`src/rtl/traffic_phase_scheduler_if.sv`:
```
// Bus between the traffic phase scheduler and the junction environment.
// Handshake semantics: there is no valid/ready pair. req is a level that the
// scheduler samples on every rising clk edge (a one-cycle pulse is enough to
// register demand); every output is registered and valid in every cycle
// after reset. dbg_state exposes the scheduler FSM (0=ALLRED 1=GREEN 2=YELLOW).
// Optional macro EMERG_PREEMPT_EN adds the emerg / emerg_phase inputs.
interface traffic_phase_scheduler_if;
  logic [3:0] req;
  logic [2:0] light_M1;
  logic [2:0] light_M2;
  logic [2:0] light_MT;
  logic [2:0] light_S;
  logic       walk;
  logic [1:0] phase_id;
  logic [3:0] pending;
  logic [1:0] dbg_state;
`ifdef EMERG_PREEMPT_EN
  logic       emerg;
  logic [1:0] emerg_phase;
`endif

  // Environment side: drives demand, observes lamps
  modport master (
`ifdef EMERG_PREEMPT_EN
    output emerg, emerg_phase,
`endif
    output req,
    input  light_M1, light_M2, light_MT, light_S, walk, phase_id, pending, dbg_state
  );

  // Scheduler side
  modport slave (
`ifdef EMERG_PREEMPT_EN
    input  emerg, emerg_phase,
`endif
    input  req,
    output light_M1, light_M2, light_MT, light_S, walk, phase_id, pending, dbg_state
  );
endinterface

```
`src/rtl/traffic_phase_scheduler.sv`:
```
// Actuated phase scheduler: latches phase demand, serves it round-robin and
// sequences GREEN -> YELLOW -> ALLRED with min/max green and clearance times.
// Phases: P0 main through (M1+M2), P1 main turn (M1+MT), P2 side (S),
// P3 pedestrian (walk). Lamps are {red,yellow,green} one-hot, registered.
// Optional macro EMERG_PREEMPT_EN enables emergency preemption.
module traffic_phase_scheduler #(
  parameter int MIN_GREEN = 7,
  parameter int MAX_GREEN = 20,
  parameter int YELLOW_T  = 3,
  parameter int ALLRED_T  = 2,
  parameter int CNT_W     = 8
) (
  input logic                     clk,
  input logic                     rst,
  traffic_phase_scheduler_if.slave bus
);
  localparam logic [2:0] LAMP_R = 3'b100;
  localparam logic [2:0] LAMP_Y = 3'b010;
  localparam logic [2:0] LAMP_G = 3'b001;
  localparam logic [CNT_W-1:0] MIN_LAST = CNT_W'(MIN_GREEN - 1);
  localparam logic [CNT_W-1:0] MAX_LAST = CNT_W'(MAX_GREEN - 1);
  localparam logic [CNT_W-1:0] YEL_LAST = CNT_W'(YELLOW_T - 1);
  localparam logic [CNT_W-1:0] AR_LAST  = CNT_W'(ALLRED_T - 1);

  typedef enum logic [1:0] {
    ST_ALLRED = 2'd0,
    ST_GREEN  = 2'd1,
    ST_YELLOW = 2'd2
  } state_e;

  state_e           state_q, state_d;
  logic [CNT_W-1:0] timer_q, timer_d;
  logic [1:0]       phase_q, phase_d;
  logic [3:0]       pending_q, pending_d;
  logic             boot_q, boot_d;
  logic [2:0]       m1_q, m1_d, m2_q, m2_d, mt_q, mt_d, s_q, s_d;
  logic             walk_q, walk_d;
  logic [2:0]       lamp;

  logic [3:0] phase_mask;
  logic [3:0] others;
  logic [1:0] rr_sel;
  logic       min_ok;
  logic       hold_green;
  logic       preempt;
  logic       force_sel;
  logic [1:0] force_phase;

  // Closest pending phase after 'last' (wrapping, 'last' itself tried last);
  // returns 0 when nothing is pending.
  function automatic logic [1:0] rr_pick(input logic [3:0] pend, input logic [1:0] last);
    logic [1:0] cand;
    rr_pick = 2'd0;
    for (int k = 4; k >= 1; k--) begin
      cand = last + 2'(k);
      if (pend[cand]) rr_pick = cand;
    end
  endfunction

`ifdef EMERG_PREEMPT_EN
  logic       emerg_prev_q;
  logic       emerg_rise;
  logic       emerg_pend_q, emerg_pend_d;
  logic [1:0] emerg_ph_q, emerg_ph_d;
  logic       emerg_held_q, emerg_held_d;
`endif

  // Arbitration and exit qualifiers shared by the FSM
  always_comb begin
    phase_mask = 4'b0001 << phase_q;
    others     = pending_q & ~phase_mask;
    rr_sel     = rr_pick(pending_q, phase_q);
`ifdef EMERG_PREEMPT_EN
    emerg_rise  = bus.emerg & ~emerg_prev_q;
    hold_green  = bus.emerg & (bus.emerg_phase == phase_q);
    preempt     = emerg_rise & (bus.emerg_phase != phase_q);
    // A green held by an emergency counts as having served its minimum
    min_ok      = (timer_q >= MIN_LAST) | emerg_held_q;
    force_sel   = emerg_pend_q | emerg_rise;
    force_phase = emerg_pend_q ? emerg_ph_q : bus.emerg_phase;
`else
    hold_green  = 1'b0;
    preempt     = 1'b0;
    min_ok      = (timer_q >= MIN_LAST);
    force_sel   = 1'b0;
    force_phase = 2'd0;
`endif
  end

  // FSM next state, phase timer, demand latching
  always_comb begin
    state_d   = state_q;
    timer_d   = (&timer_q) ? timer_q : timer_q + 1'b1;
    phase_d   = phase_q;
    boot_d    = boot_q;
    pending_d = pending_q | bus.req;
    unique case (state_q)
      ST_ALLRED: begin
        if (timer_q >= AR_LAST) begin
          state_d = ST_GREEN;
          timer_d = '0;
          boot_d  = 1'b0;
          phase_d = force_sel ? force_phase : (boot_q ? 2'd0 : rr_sel);
        end
      end
      ST_GREEN: begin
        // The phase being served cannot re-request itself
        pending_d = pending_q | (bus.req & ~phase_mask);
        if (preempt) begin
          state_d = ST_YELLOW;
          timer_d = '0;
        end else if (!hold_green && (others != 4'b0000)) begin
          // >= on max-out so a green that idled past MAX_GREEN still yields
          if ((min_ok && !bus.req[phase_q]) || (timer_q >= MAX_LAST)) begin
            state_d = ST_YELLOW;
            timer_d = '0;
          end
        end
      end
      ST_YELLOW: begin
        if (timer_q >= YEL_LAST) begin
          state_d = ST_ALLRED;
          timer_d = '0;
        end
      end
      default: begin
        state_d = ST_ALLRED;
        timer_d = '0;
      end
    endcase
    // Served phase clears on green entry, overriding a same-cycle request
    if ((state_d == ST_GREEN) && (state_q != ST_GREEN)) pending_d[phase_d] = 1'b0;
  end

  // Lamp decode from the next state so the lamp bus is a plain register
  always_comb begin
    m1_d   = LAMP_R;
    m2_d   = LAMP_R;
    mt_d   = LAMP_R;
    s_d    = LAMP_R;
    walk_d = 1'b0;
    lamp   = (state_d == ST_GREEN) ? LAMP_G : LAMP_Y;
    if (state_d != ST_ALLRED) begin
      case (phase_d)
        2'd0: begin m1_d = lamp; m2_d = lamp; end
        2'd1: begin m1_d = lamp; mt_d = lamp; end
        2'd2: s_d = lamp;
        default: walk_d = (state_d == ST_GREEN);
      endcase
    end
  end

  // State, timer, phase and demand registers
  always_ff @(posedge clk or negedge rst) begin
    if (!rst) begin
      state_q   <= ST_ALLRED;
      timer_q   <= '0;
      phase_q   <= 2'd0;
      pending_q <= 4'b0000;
      boot_q    <= 1'b1;
    end else begin
      state_q   <= state_d;
      timer_q   <= timer_d;
      phase_q   <= phase_d;
      pending_q <= pending_d;
      boot_q    <= boot_d;
    end
  end

  // Lamp output registers
  always_ff @(posedge clk or negedge rst) begin
    if (!rst) begin
      m1_q   <= LAMP_R;
      m2_q   <= LAMP_R;
      mt_q   <= LAMP_R;
      s_q    <= LAMP_R;
      walk_q <= 1'b0;
    end else begin
      m1_q   <= m1_d;
      m2_q   <= m2_d;
      mt_q   <= mt_d;
      s_q    <= s_d;
      walk_q <= walk_d;
    end
  end

`ifdef EMERG_PREEMPT_EN
  // Emergency request latch and held-green flag
  always_comb begin
    emerg_pend_d = emerg_pend_q;
    emerg_ph_d   = emerg_ph_q;
    emerg_held_d = emerg_held_q;
    if (emerg_rise && !((state_q == ST_GREEN) && (bus.emerg_phase == phase_q))) begin
      emerg_pend_d = 1'b1;
      emerg_ph_d   = bus.emerg_phase;
    end
    if ((state_q == ST_ALLRED) && (state_d == ST_GREEN)) begin
      emerg_pend_d = 1'b0;
      emerg_held_d = 1'b0;
    end else if ((state_q == ST_GREEN) && hold_green) begin
      emerg_held_d = 1'b1;
    end
  end

  // Emergency registers
  always_ff @(posedge clk or negedge rst) begin
    if (!rst) begin
      emerg_prev_q <= 1'b0;
      emerg_pend_q <= 1'b0;
      emerg_ph_q   <= 2'd0;
      emerg_held_q <= 1'b0;
    end else begin
      emerg_prev_q <= bus.emerg;
      emerg_pend_q <= emerg_pend_d;
      emerg_ph_q   <= emerg_ph_d;
      emerg_held_q <= emerg_held_d;
    end
  end
`endif

  assign bus.light_M1  = m1_q;
  assign bus.light_M2  = m2_q;
  assign bus.light_MT  = mt_q;
  assign bus.light_S   = s_q;
  assign bus.walk      = walk_q;
  assign bus.phase_id  = phase_q;
  assign bus.pending   = pending_q;
  assign bus.dbg_state = state_q;
endmodule

```
`src/flat_wrapper.sv`:
```
// flat-port wrapper written by rule: the top's interface ports become plain ports
module traffic_phase_scheduler_flat 
#(
  parameter int MIN_GREEN = 7,
  parameter int MAX_GREEN = 20,
  parameter int YELLOW_T  = 3,
  parameter int ALLRED_T  = 2,
  parameter int CNT_W     = 8
)
  (clk, rst, bus_req, bus_light_M1, bus_light_M2, bus_light_MT, bus_light_S, bus_walk, bus_phase_id, bus_pending, bus_dbg_state);
  traffic_phase_scheduler_if bus_i ();
  input logic clk;
  input logic rst;
  input wire logic [$bits(bus_i.req)-1:0] bus_req;
  output wire logic [$bits(bus_i.light_M1)-1:0] bus_light_M1;
  output wire logic [$bits(bus_i.light_M2)-1:0] bus_light_M2;
  output wire logic [$bits(bus_i.light_MT)-1:0] bus_light_MT;
  output wire logic [$bits(bus_i.light_S)-1:0] bus_light_S;
  output wire logic [$bits(bus_i.walk)-1:0] bus_walk;
  output wire logic [$bits(bus_i.phase_id)-1:0] bus_phase_id;
  output wire logic [$bits(bus_i.pending)-1:0] bus_pending;
  output wire logic [$bits(bus_i.dbg_state)-1:0] bus_dbg_state;
  assign bus_i.req = bus_req;
  assign bus_light_M1 = bus_i.light_M1;
  assign bus_light_M2 = bus_i.light_M2;
  assign bus_light_MT = bus_i.light_MT;
  assign bus_light_S = bus_i.light_S;
  assign bus_walk = bus_i.walk;
  assign bus_phase_id = bus_i.phase_id;
  assign bus_pending = bus_i.pending;
  assign bus_dbg_state = bus_i.dbg_state;
  traffic_phase_scheduler #(.MIN_GREEN(MIN_GREEN), .MAX_GREEN(MAX_GREEN), .YELLOW_T(YELLOW_T), .ALLRED_T(ALLRED_T), .CNT_W(CNT_W)) u_core (.clk(clk), .rst(rst), .bus(bus_i));
endmodule
```
`config.mk`:
```
export PLATFORM = sky130hd
export DESIGN_NAME = traffic_phase_scheduler_flat
export DESIGN_NICKNAME = d
export VERILOG_FILES = /design/src/rtl/traffic_phase_scheduler_if.sv /design/src/rtl/traffic_phase_scheduler.sv /design/src/flat_wrapper.sv
export SDC_FILE = /design/constraint.sdc
export NUM_CORES = 1
export LEC_CHECK = 0
export BUFFER_PORTS_ARGS = -buffer_cell sky130_fd_sc_hd__buf_4
export CAP_MARGIN = 20
export CORE_MARGIN = 2
export CORE_UTILIZATION = 30
export CTS_BUF_LIST = sky130_fd_sc_hd__clkbuf_4 sky130_fd_sc_hd__clkbuf_8 sky130_fd_sc_hd__clkbuf_16
export DETAILED_ROUTE_END_ITERATION = 16
export PLACE_DENSITY = 0.47
export SYNTH_ARGS = -nofsm -noshare
export SYNTH_HDL_FRONTEND = slang
export SYNTH_SLANG_ARGS = --single-unit
```
`constraint.sdc`:
```
create_clock -name clk -period 4.5 [get_ports clk]
set_input_delay 0.675 -clock clk [delete_from_list [all_inputs] [get_ports clk]]
set_output_delay 0.675 -clock clk [all_outputs]
set_load 0.02 [all_outputs]
```
==> results.yml, run 1 <==
die:
  die_y_um: 76.5
  core_area_um2: 5110
  initial_utilization_pct: 30.9
  row_count: 26
  dieArea_um2: 5860
  io_pins: 27
  die_w_um: 76.5
yosys:
  synth_commonest_cells: "dfrtp_1 (25), nor2_1 (16), a21oi_1 (13)"
  netlist_instances: 162
  synth_top_family_by_area: "simple AND/OR/NAND/NOR gates"
  synth-simple-area-share_pct: 20.5
  postSynthAreaPerCell_um2: 9.74
  yosysMostFrequentCell: "dfrtp_1"
  yosysSeqAreaShare_pct: 48.0
  syn_nets: 176
  synthArstFlopShare_pct: 100
  synthTopCellsByArea: "dfrtp_1 (40%), dfstp_2 (8.3%), ha_1 (6.3%)"
  synth_adder_area_share_pct: 6.34
  synth.top_cell.area_share_pct: 39.7
  yosysWarningCount: 0
  yosys.area.top_type: "dfrtp_1"
  synth_xor_area_share_pct: 1.11
  synth_flop_cell: "dfrtp_1"
  synth_mux_area_share_pct: 4.20
  synth_edf_count: 0
  synthesis.area_um2: 1580
  ys_ff_latch: 30
  synth_compound_area_share_pct: 14.4
  synth_cell_types: 45
detailed_routing:
  detail_route.wl_per_cell_um: 14.0
  vias: 1253
  drtAntennaViolNets: 0
  wl_mm: 3.64
  firstDrtPassIters: 4
  drtIter0Drc: 33
  vias_per_cell: 4.82
  drc_errors: 0
critical_path:
  critical_path.max_stage_delay_ps: 580
  critPathKind: "reg2reg"
  crit_slowest_cell: "dfrtp_1"
  reg2reg_to: "u_core.bus.light_M2[2]"
  cp.depth: 8
  cp_num_buf_inv: 2
  cp-startpoint: "u_core.bus.phase_id[0]"
  reg2reg_from: "u_core.bus.phase_id[0]"
  critPathArrivalTime_ps: 3120
  worst_setup_path_start_kind: "flip-flop"
  endpoint_kind: "flip-flop"
  critPathMaxFanout: 11
  reg2reg_depth: 8
  crit_family: "simple AND/OR/NAND/NOR gates"
  crit_required_ps: 4710
  crit_chain: "inv_1 > ha_1 > mux2_2 > a211oi_1 > or4_1 > and3_1 > clkinv_1 > or3_1"
  r2r_slack_ps: 1580
cts:
  clock-sinks: 30
  worstSkewPairLatency_ps: 280
  cts_root_buffer: "clkbuf_8"
  cts_buffer_depth: 2
  cts_tree: "yes"
  ctsHoldBuffers: 0
  numCtsBuffers: 5
  htree_levels: 2
  cts-resized-gates: 0
  post_cts_buffers: 0
  path_clk_slew_ps: 70
power:
  ir_drop_uv: 308
  p_switching_w: 0.000621
  power_w: 0.00139
  switching_share_pct: 44.7
  p_leak_nw: 0.870
  internal_power_w: 0.000768
  clkPwrFrac_pct: 15.5
  p_per_area_nw_per_um2: 725
  p_comb_share_pct: 51.2
  seqPwrFrac_pct: 33.3
sta:
  finalClockSkew_ps: 4.62
  hold_violations: 0
  layout_min_cycle_time_ps: 2920
  worst_slew_pin_slew_ps: 717
  rsz0062_at_grt: "false"
  max_slew_margin_pct: 52.2
  whs_ps: 307
  setup_viol: 0
  fin_crit_sh_pct: 64.8
  fmax_mhz: 343
  setup_tns_ps: 0
  maxSlewViolCount: 0
global_route:
  first_global_vias: 1215
  grt_antenna_before_repair: 0
  gr-total-overflow: 0
  grt_pass1_wl_mm: 6.13
  grt_usage_pct: 13.3
  grt_start_max_net_pins: 31
placement:
  dp_hpwl_mm: 2.61
  portBuffers: 26
  dp.cells: 252
  gp_routability_congestion: 0.874
layout:
  drive_gt1_share_pct: 26.8
  fin_nets: 203
  syn2layout_area_growth_pct: 21.4
  instances_no_fill: 260
  antenna_cells: 0
worst_hold_path:
  hold_class: "in2async"
outcome:
  status: "complete, no violations"
job:
  maxCapViolCount: 0
sequential cells by signal, summed over array words and instances, names as in the netlist:
register and cells:
u_core.bus.light_S 3, u_core.timer_q 8, u_core.bus.dbg_state 2, u_core.boot_q 1, u_core.bus.light_M1 3, u_core.bus.phase_id 2, u_core.bus.light_M2 3, u_core.bus.walk 1
u_core.bus.light_MT 3, u_core.bus.pending 4
layout make-up:
class	count	area, µm²
clock buffers	5	68.8
clock inverters	3	21.3
fillers	525	3190
inverters	12	45.0
multi-input cells	113	733
flip-flops and latches	30	757
well taps	70	87.6
repair buffers	27	203
worst register-to-register path, cell delays in order, from the launching register on:
cell and delay (ps):
dfrtp_1 580, inv_1 150, ha_1 410, mux2_2 350, a211oi_1 180, or4_1 120
and3_1 330, clkinv_1 300, or3_1 420
worst max path at each step:
stage,slack (ps),endpoint
CTS,1570,u_core.bus.light_M2[2]
detailed placement,1580,u_core.bus.light_M2[2]
global route,1380,u_core.bus.light_M2[2]
finish,1580,u_core.bus.light_M2[2]
global placement,1760,u_core.bus.light_M2[2]
floorplan,1820,u_core.bus.light_M2[2]
power by group through the flow:
| stage | combinational (W) | clock [W] | sequential (W) |
|---|---|---|---|
| after global routing | 0.000783 | 0.000239 | 0.000478 |
| final | 0.000711 | 0.000215 | 0.000463 |
| after CTS | 0.000718 | 0.000225 | 0.000463 |
| after floorplan | 0.000475 | 0 | 0.000497 |
| after detailed placement | 0.000717 | 0 | 0.000464 |
| after global placement | 0.000708 | 0 | 0.000463 |
per-stage QoR:
stage / setup WS (ps) / cell area, µm² / util (%)
after global placement: 1760 / 1830 / 35.7
after floorplan: 1820 / 1580 / -
final: 1580 / 1920 / 37.5
after global routing: 1380 / 1920 / 37.5
after CTS: 1570 / 1920 / 37.5
after detailed placement: 1580 / 1830 / 35.7
layout by cell type, fill, tap and decap left out, types with 7 or more instances in the layout:
| cell type | n |
|---|---|
| dfrtp_1 | 25 |
| nor3_1 | 9 |
| a21oi_1 | 13 |
| inv_1 | 11 |
| ha_1 | 8 |
| nand2_1 | 9 |
| nor2_1 | 16 |
| buf_4 | 27 |
| o21ai_0 | 7 |
layer usage:
metal / track usage [%] / routed length (µm) / vias up / share of wire [%]
met5: 0 / 0 / - / 0
met4: 3.82 / 35 / 0 / 0.96
met3: 4.38 / 140 / 5 / 3.8
met2: 21.2 / 1740 / 24 / 48
met1: 17.3 / 1720 / 603 / 47
li1: - / - / 621 / -
cells by family after synthesis:
group	after synthesis
XOR/XNOR	2
flip-flops	30
adder cells (fa/ha/maj)	8
AND/OR/NAND/NOR	61
multiplexers	5
AO/OA/AOI/OAI	37
buffers and inverters	19
Note: power is estimated with default switching activity, not from simulation.
==> inputs of run 2 (changes only) <==
Settings changed: ABC_AREA set to 1.
Clock period 4.5 ns to 2.7 ns, I/O delays scaled along.
==> results.yml, run 2 <==
cts:
  ctsHoldBuffers: 0
  clock-sinks: 30
  numCtsBuffers: 5
  cts-resized-gates: 0
  htree_levels: 2
  cts_root_buffer: "clkbuf_8"
  cts_buffer_depth: 2
  path_clk_slew_ps: 70
  worstSkewPairLatency_ps: 280
  post_cts_buffers: 0
  cts_tree: "yes"
sta:
  max_slew_margin_pct: 74.3
  maxSlewViolCount: 0
  layout_min_cycle_time_ps: 1970
  fmax_mhz: 508
  hold_violations: 0
  rsz0062_at_grt: "false"
  setup_tns_ps: 0
  fin_crit_sh_pct: 72.9
  finalClockSkew_ps: 3.13
  setup_viol: 0
  worst_slew_pin_slew_ps: 385
yosys:
  postSynthAreaPerCell_um2: 7.96
  yosysMostFrequentCell: "nand2_1"
  synth_flop_cell: "dfrtp_1"
  yosysWarningCount: 0
  synth.top_cell.area_share_pct: 36.6
  synth_edf_count: 0
  synthArstFlopShare_pct: 100
  yosysSeqAreaShare_pct: 44.3
  netlist_instances: 215
  synth_cell_types: 30
  synth_commonest_cells: "nand2_1 (56), inv_1 (27), dfrtp_1 (25), nor2_1 (25), nand3_1 (13)"
  ys_ff_latch: 30
  syn_nets: 229
  synthesis.area_um2: 1710
  synthTopCellsByArea: "dfrtp_1 (37%), nand2_1 (12%), dfstp_2 (7.7%)"
  yosys.area.top_type: "dfrtp_1"
layout:
  fin_nets: 261
  drive_gt1_share_pct: 27.8
  postLayoutCoreUtil_pct: 38.7
  instances_no_fill: 320
  syn2layout_area_growth_pct: 24.5
  final_common_cell: "nand2_1"
  antenna_cells: 0
  largest_reg_flops: 8
  top_register: "u_core.timer_q"
  final_cell_mix: "nand2_1 (56), inv_1 (27), buf_4 (27)"
die:
  dieArea_um2: 6320
  initial_utilization_pct: 31.1
  row_count: 27
  die_w_um: 79.5
  core_area_um2: 5510
  die_y_um: 79.5
  io_pins: 27
detailed_routing:
  vias: 1414
  firstDrtPassIters: 4
  drtIter0Drc: 29
  drtAntennaViolNets: 0
  drc_errors: 0
  vias_per_cell: 4.42
  wl_mm: 3.87
  detail_route.wl_per_cell_um: 12.1
global_route:
  grt_pass1_wl_mm: 6.53
  grt_usage_pct: 13.5
  gr-total-overflow: 0
  grt_start_max_net_pins: 31
  grt_antenna_before_repair: 0
  first_global_vias: 1383
power:
  clkPwrFrac_pct: 19.6
  switching_share_pct: 46.6
  p_leak_nw: 1.10
  ir_drop_uv: 537
  p_comb_share_pct: 55.4
  seqPwrFrac_pct: 25.0
  p_switching_w: 0.00136
  internal_power_w: 0.00156
  p_per_area_nw_per_um2: 1370
placement:
  portBuffers: 26
  dp.cells: 312
  dp_hpwl_mm: 2.91
  gp_routability_congestion: 0.822
critical_path:
  critPathMaxFanout: 10
  critPathKind: "reg2reg"
  crit_required_ps: 2880
  worst_setup_path_start_kind: "flip-flop"
  endpoint_kind: "flip-flop"
  critPathArrivalTime_ps: 2150
worst_hold_path:
  hold_class: "in2async"
job:
  maxCapViolCount: 0
outcome:
  status: "complete, no violations"
[run 2: cell count changes after synthesis, sizes merged, moves of 3 or more]
| cell | previous run | this run |
|---|---|---|
| nor2b | 3 | 0 |
| mux2 | 3 | 0 |
| inv | 11 | 33 |
| nand3 | 5 | 15 |
| a21oi | 13 | 6 |
| nor3 | 10 | 6 |
| nor2 | 16 | 32 |
| clkbuf | 3 | 0 |
| nand2 | 9 | 63 |
[run 2: final cells by class]
type	count	area (µm²)
multi-input cells	150	806
fillers	552	3380
repair buffers	27	203
inverters	33	131
clock buffers	6	82.6
well taps	72	90.1
flip-flops and latches	30	757
clock inverters	2	60.1
[run 2: power by group through the flow]
| stage | combinational, W | sequential, W | clock (W) |
|---|---|---|---|
| 2_1_floorplan | 0.00105 | 0.000856 | 0 |
| 3_3_place_gp | 0.00164 | 0.000739 | 0 |
| 3_5_place_dp | 0.00163 | 0.000734 | 0 |
| 4_1_cts | 0.00163 | 0.000729 | 0.000585 |
| 5_1_grt | 0.00181 | 0.000748 | 0.000609 |
| 6_report | 0.00161 | 0.000728 | 0.000571 |
[run 2: worst max-delay path, stage by stage, from the launching register on]
cell,delay [ps]
dfrtp_1,440
inv_2,170
ha_1,290
inv_1,80
nand3_1,100
nand2_1,100
nand2_1,50
nand3_1,60
nand2_1,50
nand2_1,70
nand2_1,60
nand2_2,180
nand3_1,100
nand2_1,70
inv_1,40
[run 2: worst paths after layout]
check	startpoint	to	slack, ps	cells past startpoint
worst max-delay path	u_core.bus.phase_id[1]	u_core.bus.pending[0]	730	14
worst min-delay path	rst	u_core.timer_q[5]	40	1
worst max register to register	u_core.bus.phase_id[1]	u_core.bus.pending[0]	730	14
worst min register to register	u_core.boot_q	u_core.boot_q	540	2
max in group asynchronous	rst	u_core.bus.light_S[2]	2340	1
min in group clk	bus_req[2]	u_core.bus.pending[2]	440	5
[run 2: cells by family (layout without fill, tap and decap cells)]
logic type	Yosys count	count (layout)	share of synthesized area, %
AND/OR/NAND/NOR	120	120	32.0
buffers and inverters	35	68	8.63
AO/OA/AOI/OAI	20	20	8.19
XOR/XNOR	2	2	1.02
flip-flops	30	30	44.3
adder cells (fa/ha/maj)	8	8	5.85
[run 2: per-layer routing]
metal  vias to the layer above  GRT usage (%)  part of all wire (%)
li1                        737              -                     -
met1                       643           17.5                    47
met2                        26           21.7                    47
met3                         8           3.96                   4.5
met4                         0           4.14                   1.2
met5                         -              0                     0
[run 2: stage by stage]
step                      setup WS [ps]  hold WS, ps  cell area (µm²)  total power, W
after global placement              789          368             1990         0.00238
after global routing                500         66.4             2130         0.00317
after floorplan                     764          109             1710         0.00190
after CTS                           742         56.5             2130         0.00295
after detailed placement            754          364             1990         0.00237
final                               732         42.5             2130         0.00291
==> inputs of run 3 (changes only) <==
Settings changed: ABC_AREA 1 to 0, PLACE_DENSITY 0.47 to 0.49.
Clock period 2.7 ns to 1.8 ns, I/O delays scaled along.
==> results.yml, run 3 (same netlist as run 1, synthesis figures left out) <==
outcome:
  status: "finished, violations left"
  violations: "negative setup slack"
detailed_routing:
  drtAntennaViolNets: 0
  detail_route.wl_per_cell_um: 15.1
  vias_per_cell: 4.80
  drtIter0Drc: 42
  wl_mm: 4.62
  vias: 1474
  firstDrtPassIters: 4
  drc_errors: 0
sta:
  fmax_mhz: 473
  fin_crit_sh_pct: 117
  rsz0062_at_grt: "true"
  layout_min_cycle_time_ps: 2110
  worst_slew_pin_slew_ps: 375
  worst_slack_ps: -313
  whs_ps: 279
  setup_viol: 28
  hold_violations: 0
  maxSlewViolCount: 0
  finalClockSkew_ps: 2.66
  max_slew_margin_pct: 74.8
layout:
  design_area_um2: 2720
  final_common_cell: "buf_4"
  largest_reg_flops: 8
  top_register: "u_core.timer_q"
  instances_no_fill: 307
  fin_nets: 250
  drive_gt1_share_pct: 62.9
  syn2layout_area_growth_pct: 72.5
  final_cell_mix: "buf_4 (63), dfrtp_1 (23), nor2_1 (8), nand2_1 (8), buf_6 (8)"
  antenna_cells: 0
die:
  core_area_um2: 5110
  dieArea_um2: 5860
  initial_utilization_pct: 30.9
  die_w_um: 76.5
  io_pins: 27
  row_count: 26
  die_y_um: 76.5
worst_hold_path:
  hold_class: "in2reg"
power:
  seqPwrFrac_pct: 18.1
  p_per_area_nw_per_um2: 2080
  internal_power_w: 0.00337
  ir_drop_uv: 850
  p_switching_w: 0.00230
  switching_share_pct: 40.6
  p_leak_nw: 1.20
  p_comb_share_pct: 67.1
  power_w: 0.00567
  clkPwrFrac_pct: 14.8
critical_path:
  crit_required_ps: 2000
  critical_path.max_stage_delay_ps: 430
  critPathMaxFanout: 4
  endpoint_kind: "flip-flop"
  crit_chain: "inv_2 > ha_4 > nor2b_4 > a311o_1 > or4_1 > and3_4 > or3_1"
  critPathArrivalTime_ps: 2310
  critPathKind: "reg2reg"
  crit_slowest_cell: "or4_1"
  worst_setup_path_start_kind: "flip-flop"
global_route:
  gr-total-overflow: 0
  grt_pass1_wl_mm: 7.46
  grt_antenna_before_repair: 0
  grt_start_max_net_pins: 31
  first_global_vias: 1505
  grt_usage_pct: 16.0
cts:
  worstSkewPairLatency_ps: 280
  htree_levels: 2
  cts_tree: "yes"
  cts_root_buffer: "clkbuf_8"
  clock-sinks: 30
  path_clk_slew_ps: 60
  numCtsBuffers: 5
  cts_buffer_depth: 2
placement:
  dpl_cell_area_um2: 2150
  place_ws_ps: -512
  portBuffers: 26
  gp_routability_congestion: 0.891
  dp_hpwl_mm: 3.12
  dp.cells: 285
job:
  maxCapViolCount: 0
==> run 3: cell types whose count changed in the layout (fill, tap and decap cells not counted), moves of 5 or more <==
cell     delta
nand2_2     -6
ha_1        -5
ha_4        +5
buf_6       +8
nor2_1     -17
inv_1      -21
nand2_1    -48
nand3_1     -8
buf_4      +36
==> run 3: final timing paths <==
| path | from | end | slack [ps] | cells after the start |
|---|---|---|---|---|
| max | u_core.timer_q[1] | u_core.bus.light_MT[2] | -310 | 7 |
| min | bus_req[2] | u_core.bus.pending[2] | 280 | 3 |
| max reg2reg | u_core.timer_q[1] | u_core.bus.light_MT[2] | -310 | 7 |
| min reg2reg | u_core.boot_q | u_core.boot_q | 570 | 1 |
| max in group asynchronous | rst | u_core.boot_q | 1030 | 2 |
| min in group asynchronous | rst | u_core.bus.light_S[0] | 460 | 2 |
==> run 3: through the flow <==
stage	setup TNS [ps]	utilization, %
2_1_floorplan	-5790	-
3_3_place_gp	-5600	42.1
3_5_place_dp	-6400	42.1
4_1_cts	-4200	48.8
5_1_grt	-6890	53.3
6_report	-4650	53.3
==> run 3: worst max-delay path, delay by kind of cell, from the launching register on <==
kind | cells | cell delay (ps)
AND/OR/NAND/NOR | 4 | 1070
flip-flops | 1 | 380
AO/OA/AOI/OAI | 1 | 350
adder cells (fa/ha/maj) | 1 | 160
buffers and inverters | 1 | 80
==> run 3: timing repair <==
action                                  4_1_cts  5_1_grt
setup buffers                                 7        7
pin swaps                                     6       22
resized for setup                            30       42
hold endpoints to repair                     25        0
endpoints found under the setup margin       28       29
hold buffers                                  1        0
==> run 3: final cells by class <==
cell class | count | area [µm²]
clock buffer | 6 | 82.6
clock inverter | 2 | 60.1
fill | 458 | 2390
inverter | 12 | 50.0
multi-input combinational | 113 | 1070
sequential | 30 | 759
tap | 70 | 87.6
timing repair buffer | 74 | 608
==> run 3: power groups by stage <==
stage                     logic [W]  clock network [W]  registers, W
after detailed placement    0.00261                  0       0.00103
after floorplan             0.00143                  0       0.00125
after CTS                   0.00320           0.000859       0.00102
after global routing        0.00408           0.000913       0.00105
after global placement      0.00257                  0       0.00103
final                       0.00381           0.000841       0.00103
==> run 3: per-layer routing <==
layer  up-vias  wire [µm]  GRT usage, %
met1       722       2050          20.2
met5         -          0             0
met3         9        104          3.67
met4         0         92          7.27
li1        720          -             -
met2        23       2370          26.1
